**src/rtl/fir_coeff_ctrl.sv**
```systemverilog
// fir_coeff_ctrl
// Coefficient-bank and input-sequencing controller for the 11-tap myfir filter.
// Holds a shadow coefficient bank written through a small register port,
// forwards the upstream sample stream into the filter, and counts samples in
// flight. A commit request stalls upstream, drains the filter and then copies
// the shadow bank into the live B0..B10 outputs in one cycle, so every filter
// output is computed with a consistent set of taps.
//
// Ports:
//   CLK, RST_n            clock (rising edge), asynchronous active-low reset
//   VIN_UP, DIN_UP        upstream sample valid / data
//   READY_UP              upstream may present a sample
//   VIN, DIN              registered sample valid / data to the FIR
//   VOUT_FIR              FIR retire pulse, one per sample leaving the filter
//   CFG_WE/ADDR/DATA      shadow-bank write port (taps 0..10)
//   CFG_COMMIT            request a shadow-to-live bank swap
//   CFG_BUSY              high while draining or swapping
//   CFG_DONE              one-cycle pulse while the swap happens
//   CFG_ERR               sticky error flag, cleared only by reset
//   B0..B10               live coefficients to the FIR
module fir_coeff_ctrl #(
    parameter int NB            = 8,
    parameter int MAX_INFLIGHT  = 15,
    parameter int CNT_W         = 4,
    parameter int DRAIN_TIMEOUT = 64
) (
    input  logic          CLK,
    input  logic          RST_n,
    input  logic          VIN_UP,
    input  logic [NB-1:0] DIN_UP,
    output logic          READY_UP,
    output logic          VIN,
    output logic [NB-1:0] DIN,
    input  logic          VOUT_FIR,
    input  logic          CFG_WE,
    input  logic [3:0]    CFG_ADDR,
    input  logic [NB-1:0] CFG_DATA,
    input  logic          CFG_COMMIT,
    output logic          CFG_BUSY,
    output logic          CFG_DONE,
    output logic          CFG_ERR,
    output logic [NB-1:0] B0,
    output logic [NB-1:0] B1,
    output logic [NB-1:0] B2,
    output logic [NB-1:0] B3,
    output logic [NB-1:0] B4,
    output logic [NB-1:0] B5,
    output logic [NB-1:0] B6,
    output logic [NB-1:0] B7,
    output logic [NB-1:0] B8,
    output logic [NB-1:0] B9,
    output logic [NB-1:0] B10
);

    localparam int NTAPS = 11;
    localparam int TMR_W = $clog2(DRAIN_TIMEOUT + 1);
    localparam logic [CNT_W:0]   MAX_CNT      = (CNT_W + 1)'(MAX_INFLIGHT);
    localparam logic [TMR_W-1:0] TIMEOUT_LAST = TMR_W'(DRAIN_TIMEOUT - 1);
    localparam logic [3:0]       LAST_ADDR    = 4'(NTAPS - 1);

    typedef enum logic [1:0] {
        IDLE,
        DRAIN,
        SWAP
    } state_t;

    state_t              state_q, state_d;
    logic [CNT_W-1:0]    cnt_q, cnt_d;
    logic [TMR_W-1:0]    timer_q, timer_d;
    logic                vin_q, vin_d;
    logic [NB-1:0]       din_q, din_d;
    logic                err_q, err_d;
    logic [NB-1:0]       shadow_q [NTAPS];
    logic [NB-1:0]       shadow_d [NTAPS];
    logic [NB-1:0]       live_q   [NTAPS];
    logic [NB-1:0]       live_d   [NTAPS];

    logic                accept;
    logic                drain_empty;
    logic [CNT_W:0]      pending;

    // A sample sitting on VIN is not yet in cnt, so it is added in here;
    // otherwise a back-to-back stream would overshoot the limit by one and
    // wrap the counter.
    assign pending     = {1'b0, cnt_q} + {{CNT_W{1'b0}}, vin_q};
    assign READY_UP    = (state_q == IDLE) && (pending < MAX_CNT);
    assign accept      = VIN_UP && READY_UP;
    assign drain_empty = (cnt_q == '0) && !vin_q;

    always_comb begin
        state_d  = state_q;
        cnt_d    = cnt_q;
        timer_d  = '0;
        err_d    = err_q;
        vin_d    = accept;
        din_d    = accept ? DIN_UP : din_q;
        shadow_d = shadow_q;
        live_d   = live_q;

        // In-flight accounting: simultaneous enter and retire cancel out.
        if (vin_q && !VOUT_FIR) begin
            cnt_d = cnt_q + CNT_W'(1);
        end else if (!vin_q && VOUT_FIR) begin
            if (cnt_q == '0) begin
                err_d = 1'b1;
            end else begin
                cnt_d = cnt_q - CNT_W'(1);
            end
        end

        // Shadow writes land only while idle, which includes the commit cycle.
        if (CFG_WE) begin
            if (state_q != IDLE || CFG_ADDR > LAST_ADDR) begin
                err_d = 1'b1;
            end else begin
                for (int i = 0; i < NTAPS; i++) begin
                    if (CFG_ADDR == 4'(i)) begin
                        shadow_d[i] = CFG_DATA;
                    end
                end
            end
        end

        case (state_q)
            IDLE: begin
                if (CFG_COMMIT) begin
                    state_d = DRAIN;
                end
            end
            DRAIN: begin
                timer_d = timer_q + TMR_W'(1);
                if (drain_empty) begin
                    state_d = SWAP;
                end else if (timer_q == TIMEOUT_LAST) begin
                    // Forced swap: the filter never emptied, so the
                    // count is abandoned and the event flagged.
                    state_d = SWAP;
                    err_d   = 1'b1;
                    cnt_d   = '0;
                end
            end
            SWAP: begin
                live_d  = shadow_q;
                state_d = IDLE;
            end
            default: begin
                state_d = IDLE;
            end
        endcase
    end

    always_ff @(posedge CLK or negedge RST_n) begin
        if (!RST_n) begin
            state_q <= IDLE;
            cnt_q   <= '0;
            timer_q <= '0;
            vin_q   <= 1'b0;
            din_q   <= '0;
            err_q   <= 1'b0;
            for (int i = 0; i < NTAPS; i++) begin
                shadow_q[i] <= '0;
                live_q[i]   <= '0;
            end
        end else begin
            state_q  <= state_d;
            cnt_q    <= cnt_d;
            timer_q  <= timer_d;
            vin_q    <= vin_d;
            din_q    <= din_d;
            err_q    <= err_d;
            shadow_q <= shadow_d;
            live_q   <= live_d;
        end
    end

    assign VIN      = vin_q;
    assign DIN      = din_q;
    assign CFG_BUSY = (state_q != IDLE);
    assign CFG_DONE = (state_q == SWAP);
    assign CFG_ERR  = err_q;

    assign B0  = live_q[0];
    assign B1  = live_q[1];
    assign B2  = live_q[2];
    assign B3  = live_q[3];
    assign B4  = live_q[4];
    assign B5  = live_q[5];
    assign B6  = live_q[6];
    assign B7  = live_q[7];
    assign B8  = live_q[8];
    assign B9  = live_q[9];
    assign B10 = live_q[10];

endmodule

```
**config.mk**
```make
export PLATFORM = sky130hd
export DESIGN_NAME = fir_coeff_ctrl
export DESIGN_NICKNAME = d
export VERILOG_FILES = /design/src/rtl/fir_coeff_ctrl.sv
export SDC_FILE = /design/constraint.sdc
export NUM_CORES = 1
export LEC_CHECK = 0
export ABC_AREA = 1
export CAP_MARGIN = 40
export CELL_PAD_IN_SITES_DETAIL_PLACEMENT = 0
export CELL_PAD_IN_SITES_GLOBAL_PLACEMENT = 2
export CORE_MARGIN = 3
export CORE_UTILIZATION = 32
export DETAILED_ROUTE_END_ITERATION = 6
export PLACE_DENSITY_LB_ADDON = 0.1
export SLEW_MARGIN = 25
export SYNTH_ARGS = -nofsm -noshare
export SYNTH_HDL_FRONTEND = slang
export SYNTH_SLANG_ARGS = --single-unit
```
**constraint.sdc**
```tcl
create_clock -name CLK -period 2.3 [get_ports CLK]
set_clock_uncertainty 0.15 [all_clocks]
set_input_delay 0.46 -clock CLK [delete_from_list [all_inputs] [get_ports CLK]]
set_output_delay 0.46 -clock CLK [all_outputs]
set_load 0.005 [all_outputs]
```
Word level (Yosys, flattened, before mapping):

Index checks and enable logic that the tools add are counted.
Widths: inputs -> output; s select.

* add/subtract/negate cells: 4
* multiply operators: 0
* divide/modulo/power cells: 0
* order comparisons: 2
* eq/ne operators: 15
* shifts and indexed selects: 0
* muxes and demuxes: 19
* bitwise logic cells: 1
* reductions and logical operators: 24

Operators with widths (number)
* $reduce_and 3->1: 11
* $mux 4: 6
* $eq 4x3->1 const B: 4
* $eq 4x4->1 const B: 3
* $eq 4x2->1 const B: 2
* $logic_not 4->1: 2
* $mux 1: 8
* $add 7x1->7 const B: 1
* $eq 7x6->1 const B: 1
* $mux 7: 1
* $mux 2: 3
* $add 4x1->5: 1
* $logic_and 1x1->1: 5
* $lt 5x4->1 const B: 1
* $add 4x1->4 const B: 1
* $eq 4x1->1 const B: 1
* $gt 4x4->1 const B: 1
* $pmux 2 s2: 1
* $sub 4x1->4 const B: 1
* $ne 3x3->1 const B: 1
* $eq 2x1->1 const B: 1
* $eq 2x2->1 const B: 1
* $logic_not 1->1: 2
* $logic_not 2->1: 1
* 5 further kinds: 5

* register bits: 199
* latch bits: 0
* memory bits (writable): 0
* ROM bits: 0
* input port bits: 26
* output and inout port bits: 101
* logic and storage cells: 93
* memories kept: 0

Logic depth before layout (Yosys ltp):

Gate-level depths: netlist of run 1.

* depth in word-level cells: 9
* depth in mapped cells: 10
* mapped depth without buffers: 10

Least setup slack after synthesis of run 1:

No wires, ideal clock.

* path type: reg2out
* from: reg vin_q, in the netlist VIN
* to: out READY_UP
* arrival time: 1.300 ns
* required time: 1.690 ns
* setup slack: 0.390 ns
* cell stages (with the launch flop): 8
* path buffers: 0
* cell sequence: dfrtp_1 -> ha_1 -> ha_1 -> nand2_1 -> nor2_1 -> nand2_2 -> nand2_1 -> inv_1

* longest elaborated chain between the ends: 3

RTL lines
* start, declared: RTL line 70 `logic vin_q, vin_d;`
* start signal, assigned: RTL line 168 `vin_q <= vin_d;`
* $add 4x1->5: RTL line 85 `assign pending = {1'b0, cnt_q} + {{CNT_W{1'b0}}, vin_q};`
* $lt 5x4->1: RTL line 86 `assign READY_UP = (state_q == IDLE) && (pending < MAX_CNT);`
* $logic_and 1x1->1: RTL line 86
* end, declared: RTL line 31 `output logic READY_UP,`

No other way between the ends.

Worst setup path after layout of run 1:

* from: reg cnt_q[0]
* to: out READY_UP

* longest elaborated chain between the ends: 3

RTL lines
* start, declared: RTL line 68 `logic [CNT_W-1:0] cnt_q, cnt_d;`
* start signal, assigned: RTL line 166 `cnt_q <= cnt_d;`
* $add 4x1->5: RTL line 85
* $lt 5x4->1: RTL line 86
* $logic_and 1x1->1: RTL line 86

No other way between the ends.

==> impl_metrics.env, run 1 <==
export IMPL_synth_fa_ha_area_share_pct=0.777
export IMPL_start_util_pct=32.8
export IMPL_area_growth_synth_to_final_pct=32.4
export IMPL_seq_area_frac_synth_pct=61.8
export IMPL_synth_ff_type="dfrtp_1"
export IMPL_gp_congestion=0.768
export IMPL_cp_start_kind="register"
export IMPL_fillers=2526
export IMPL_ios=127
export IMPL_p_sw_share_pct=32.3
export IMPL_internal_power_uw=8010
export IMPL_syn_nets=963
export IMPL_rows=57
export IMPL_drt_total_wl_um=21700
export IMPL_max_slew_margin_pct=65.8
export IMPL_whs_endpoint="timer_q[0]"
export IMPL_clkPwrFrac_pct=25.5
export IMPL_layout_commonest_cell="nand2_1"
export IMPL_cap_violations=0
export IMPL_peakVddDrop_mv=0.498
export IMPL_synth_compound_area_share_pct=0.823
export IMPL_dp_cells=1391
export IMPL_clk_pin_slew_ps=80
export IMPL_fin_setup_tns_ps=0
export IMPL_clk_latency_ps=430
export IMPL_hold_path_depth=1
export IMPL_yosys_warnings=0
export IMPL_leakagePower_uw=0.00560
export IMPL_die_x_um=165
export IMPL_routed_via_density=4.52
export IMPL_critPathKind="register to output pin"
export IMPL_grt_pass1_wl_um=35600
export IMPL_required_ps=1690
export IMPL_grt_pass1_vias=6540
export IMPL_hp_class="register to register"
export IMPL_die_area_sq_um=27100
export IMPL_end_kind="output pin"
export IMPL_fin_ws_ps=15.9
export IMPL_highest_layer="met4"
export IMPL_syn_avg_cell_area_sq_um=8.64
export IMPL_final_net_count=1122
export IMPL_synthXorXnorAreaFrac_pct=0.326
export IMPL_rr_startpoint="cnt_q[0]"
export IMPL_clkSinkCount=199
export IMPL_setup_violations=0
export IMPL_grt_antenna_before_repair=0
export IMPL_final_cell_area_sq_um=10700
export IMPL_final_core_util_pct=43.5
export IMPL_outcome="finished clean"
export IMPL_tightest_slew_ps=513
export IMPL_synth_edf_count=0
export IMPL_drc=0
export IMPL_power_density_nw_per_um2=1110
export IMPL_cts_buffers=17
export IMPL_first_iter_violations=368
export IMPL_yosys_area_share_simple_pct=32.8
export IMPL_final_layout_size_suffix_gt1_share_pct=10.1
export IMPL_die_h_um=165
export IMPL_reg2reg_depth=11
export IMPL_dr_wl_met2_um=10300
export IMPL_dp_slack_ps=37.7
export IMPL_r2r_setup_slack_ps=380
export IMPL_synth_mux_area_share_pct=0
export IMPL_clk_path_buf_depth=2
export IMPL_synthArstFlopShare_pct=100
export IMPL_min_from="timer_q[0]"
export IMPL_drt_pass1_iter_count=5
export IMPL_synth_distinct_cells=20
export IMPL_cts_tree="built"
export IMPL_hold_violations=0
export IMPL_finalCriticalPeriod_ps=2280
export IMPL_numPortBuffers=126
export IMPL_p_switching_uw=3830
export IMPL_wl_met1_um=10200
export IMPL_track_usage_pct=16.8
export IMPL_hpwl_um=14700
export IMPL_fmax_mhz=438
export IMPL_ys_seq_elements=199
export IMPL_cts_root_buf="clkbuf_16"
export IMPL_final_max_slew_viol_count=0
export IMPL_synthesis_area_sq_um=8050
export IMPL_grt_max_degree=54
export IMPL_r2r_end="cnt_q[0]"
export IMPL_vias=6456
export IMPL_synthCells=932
export IMPL_ant_nets=0
export IMPL_p_comb_share_pct=29.3
export IMPL_critical_path_max_fanout=2
export IMPL_core_area_sq_um=24500
export IMPL_final_cells=1429
export IMPL_arrival_ps=1670
export IMPL_routed_wl_met3_um=925
export IMPL_wl_per_cell_um=15.2
export IMPL_layout_common_cells="nand2_1 (490), dfrtp_1 (198), clkdlybuf4s50_1 (124)"
export IMPL_grt_remaining_overflow=0
export IMPL_pwr_share_seq_pct=45.3
export IMPL_placed_area_sq_um=10000
export IMPL_synth_top_family_by_area="simple AND/OR/NAND/NOR gates"
export IMPL_rsz0062_at_grt="true"
export IMPL_post_route_period_util_pct=99.3
export IMPL_htreeDepth=4
==> critical path, cell delays in order, from the launching register on <==
cell and delay [ps]:
dfrtp_1 380, ha_2 210, ha_4 260, nand2_2 40, nor2_2 100, nand2_2 70
nand2_2 50, inv_1 30, buf_2 110
==> kinds of logic after synthesis <==
| family | count (synthesis) |
|---|---|
| compound gates | 13 |
| xor+xnor | 3 |
| fa+ha+maj | 5 |
| buf+inv | 64 |
| flops | 199 |
| simple gates | 648 |
==> registers in the layout, indices dropped and copies added (netlist names) <==
signal    flops
B0            8
B1            8
B10           8
B2            8
B3            8
B4            8
B5            8
B6            8
B7            8
B8            8
B9            8
CFG_ERR       1
DIN           8
VIN           1
cnt_q         4
shadow_q     88
state_q       2
timer_q       7
==> how the worst max path moves through the flow <==
| stage | cells after the start | end | from |
|---|---|---|---|
| 5_1_grt | 9 | READY_UP | cnt_q[0] |
| 3_3_place_gp | 8 | READY_UP | VIN |
| 4_1_cts | 8 | READY_UP | cnt_q[0] |
| 2_1_floorplan | 7 | READY_UP | VIN |
| 6_report | 8 | READY_UP | cnt_q[0] |
| 3_5_place_dp | 10 | shadow_q[23] | CFG_ADDR[0] |
==> Yosys cell counts, types with 2 or more instances <==
library cell	number	area [sq um]
inv_1	22	82.6
inv_2	4	15.0
nand3_1	98	490
o21ai_0	7	35.0
nand2_1	493	1850
buf_6	2	22.5
ha_1	5	62.6
nor2_4	3	33.8
clkbuf_1	22	82.6
dfrtp_1	199	4980
nand4_1	10	62.6
a21oi_1	5	25.0
xor2_1	3	26.3
nand2_2	13	81.3
nor2_1	29	109
buf_2	13	65.1
==> power by group through the flow <==
stage / logic (uW) / registers, uW / clock network, uW
floorplan: 1560 / 5310 / 0
global placement: 3450 / 5420 / 0
detailed placement: 3470 / 5420 / 0
CTS: 3520 / 5380 / 3110
global route: 3970 / 5510 / 3240
finish: 3470 / 5360 / 3020
==> metal layers <==
metal	global-route usage, %	vias up
met5	0	-
met4	4.31	0
met3	3.41	19
met2	27.8	126
met1	22.5	3071
li1	-	3240
==> through the flow <==
| stage | hold WS, ps | power, uW |
|---|---|---|
| CTS | 323 | 12000 |
| global route | 347 | 12700 |
| global placement | 303 | 8870 |
| finish | 316 | 11800 |
| floorplan | 14.4 | 6870 |
| detailed placement | 307 | 8900 |
==> final cells by class <==
type / instances / area, sq um / share of cell area [%]
sequential: 199 / 4980 / 46.7
clock buffer: 18 / 429 / 4.02
timing repair buffer: 178 / 1770 / 16.6
antenna: 1 / 2.50 / 0.0235
tap: 324 / 405 / 3.80
multi-input combinational: 669 / 2820 / 26.5
clock inverter: 14 / 158 / 1.48
inverter: 26 / 97.6 / 0.915
==> timing repair <==
item	4_1_cts	5_1_grt
gates resized for setup	10	4
hold buffers	1	0
setup endpoints to repair	3	3
buffers inserted	3	1
pin swaps	7	6
hold endpoints to repair	49	0
Power figures use the tool's default switching activity.
==> run 2, diff against run 1 <==
- RECOVER_POWER: default -> 50
==> run 2 against run 1 <==
Against the previous run:
- flip-flop and latch count unchanged
- non-clock buffer count is the same
- die area unchanged
- register-to-register slack lost 190 ps
==> impl_metrics.env, run 2 (synthesized netlist as in run 1, its figures left out) <==
export IMPL_outcome="finished clean"
export IMPL_arrival_ps=1670
export IMPL_clk_pin_slew_ps=80
export IMPL_gp_congestion=0.768
export IMPL_cts_root_buf="clkbuf_16"
export IMPL_final_max_slew_viol_count=0
export IMPL_rows=57
export IMPL_grt_pass1_vias=6540
export IMPL_grt_antenna_before_repair=0
export IMPL_hold_violations=0
export IMPL_leakagePower_uw=0.00557
export IMPL_start_util_pct=32.8
export IMPL_min_from="timer_q[0]"
export IMPL_path_cells="ha_2 -> ha_4 -> nand2_2 -> nor2_2 -> nand2_2 -> nand2_2 -> inv_1 -> buf_2"
export IMPL_tightest_slew_ps=1470
export IMPL_clk_path_buf_depth=2
export IMPL_whs_endpoint="timer_q[0]"
export IMPL_drt_total_wl_um=21700
export IMPL_wl_per_cell_um=15.2
export IMPL_first_iter_violations=362
export IMPL_hp_class="register to register"
export IMPL_power_density_nw_per_um2=1110
export IMPL_rsz0062_at_grt="true"
export IMPL_hold_path_depth=1
export IMPL_post_route_period_util_pct=99.3
export IMPL_cp_start_kind="register"
export IMPL_grt_remaining_overflow=0
export IMPL_reg2reg_depth=8
export IMPL_fin_setup_tns_ps=0
export IMPL_max_slew_margin_pct=2.00
export IMPL_critical_path_max_fanout=2
export IMPL_final_cells=1429
export IMPL_fmax_mhz=438
export IMPL_die_x_um=165
export IMPL_die_h_um=165
export IMPL_cap_violations=0
export IMPL_layout_common_cells="nand2_1 (490), dfrtp_1 (199), clkdlybuf4s50_1 (124)"
export IMPL_drt_pass1_iter_count=4
export IMPL_r2r_end="shadow_q[46]"
export IMPL_ant_nets=0
export IMPL_ios=127
export IMPL_htreeDepth=4
export IMPL_area_growth_synth_to_final_pct=31.6
export IMPL_vias=6454
export IMPL_r2r_setup_slack_ps=190
export IMPL_setup_violations=0
export IMPL_drc=0
export IMPL_cts_buffers=17
export IMPL_final_net_count=1122
export IMPL_core_area_sq_um=24500
export IMPL_track_usage_pct=16.8
export IMPL_hpwl_um=14700
export IMPL_final_layout_size_suffix_gt1_share_pct=9.69
export IMPL_required_ps=1690
export IMPL_rr_startpoint="state_q[0]"
export IMPL_routed_via_density=4.52
export IMPL_critPathKind="register to output pin"
export IMPL_crit_path_top_delay_cell="dfrtp_1"
export IMPL_p_total_uw=11800
export IMPL_finalCriticalPeriod_ps=2280
export IMPL_grt_max_degree=54
export IMPL_max_stage_delay_ps=380
export IMPL_path_common_cell="nand2_2"
export IMPL_end_kind="output pin"
export IMPL_largest_reg_flops=88
export IMPL_dp_cells=1391
export IMPL_clk_latency_ps=430
export IMPL_holdWs_ps=316
export IMPL_peakVddDrop_mv=0.499
export IMPL_die_area_sq_um=27100
export IMPL_grt_pass1_wl_um=35600
export IMPL_cts_tree="built"
export IMPL_layout_commonest_cell="nand2_1"
export IMPL_clkSinkCount=199
export IMPL_largest_register="shadow_q"
export IMPL_numPortBuffers=126
run 2: changes by cell type in the layout (fill, tap and decap cells not counted), sizes merged:
cell    delta
clkbuf     +3
buf        -3
run 2: worst max-delay path by stage:
stage	start	to	slack, ps	depth (start not counted)
final	cnt_q[0]	READY_UP	20	8
after global routing	cnt_q[0]	READY_UP	-60	9
after CTS	cnt_q[0]	READY_UP	-30	8
after detailed placement	CFG_ADDR[0]	shadow_q[23]	40	10
after global placement	VIN	READY_UP	50	8
after floorplan	VIN	READY_UP	390	7
run 2: critical path: cells and delay by family (launching register included):
kind	cells	cell delay (ps)
AND/OR/NAND/NOR	4	260
adder cells (fa/ha/maj)	2	470
flip-flops	1	380
buffers and inverters	2	140
run 2: final cells by class:
class / count / area, sq um
clock buffers: 18 / 429
multi-input cells: 669 / 2810
diodes: 1 / 2.50
flip-flops and latches: 199 / 4980
clock inverters: 14 / 158
well taps: 324 / 405
repair buffers: 178 / 1710
fillers: 2541 / 13900
inverters: 26 / 97.6
run 2: stage by stage:
step / setup slack [ps] / area (sq um) / util [%]
after floorplan: 390 / 8050 / -
after global placement: 47.6 / 10000 / 40.8
after detailed placement: 37.7 / 10000 / 40.8
after CTS: -30.6 / 10600 / 43.4
after global routing: -63.4 / 10600 / 43.2
final: 15.6 / 10600 / 43.2
run 2: metal layers:
| metal | track usage, % | vias up | wire [um] |
|---|---|---|---|
| li1 | - | 3236 | - |
| met1 | 22.5 | 3084 | 10300 |
| met2 | 27.8 | 115 | 10300 |
| met3 | 3.41 | 19 | 861 |
| met4 | 4.31 | 0 | 289 |
| met5 | 0 | - | 0 |
run 2: report_power, final:
group | switching (uW) | internal [uW] | total, uW | leakage [uW]
clock | 1460 | 1550 | 3020 | 0.000284
combinational | 1650 | 1770 | 3420 | 0.00262
sequential | 708 | 4650 | 5360 | 0.00267
total | 3820 | 7980 | 11800 | 0.00557
run 2: what timing repair did:
action | 4_1_cts | 5_1_grt
resized for setup | 10 | 4
pin swaps | 7 | 6
endpoints found under the hold margin | 49 | 0
setup buffers | 3 | 1
hold buffers | 1 | 0
endpoints found under the setup margin | 3 | 3
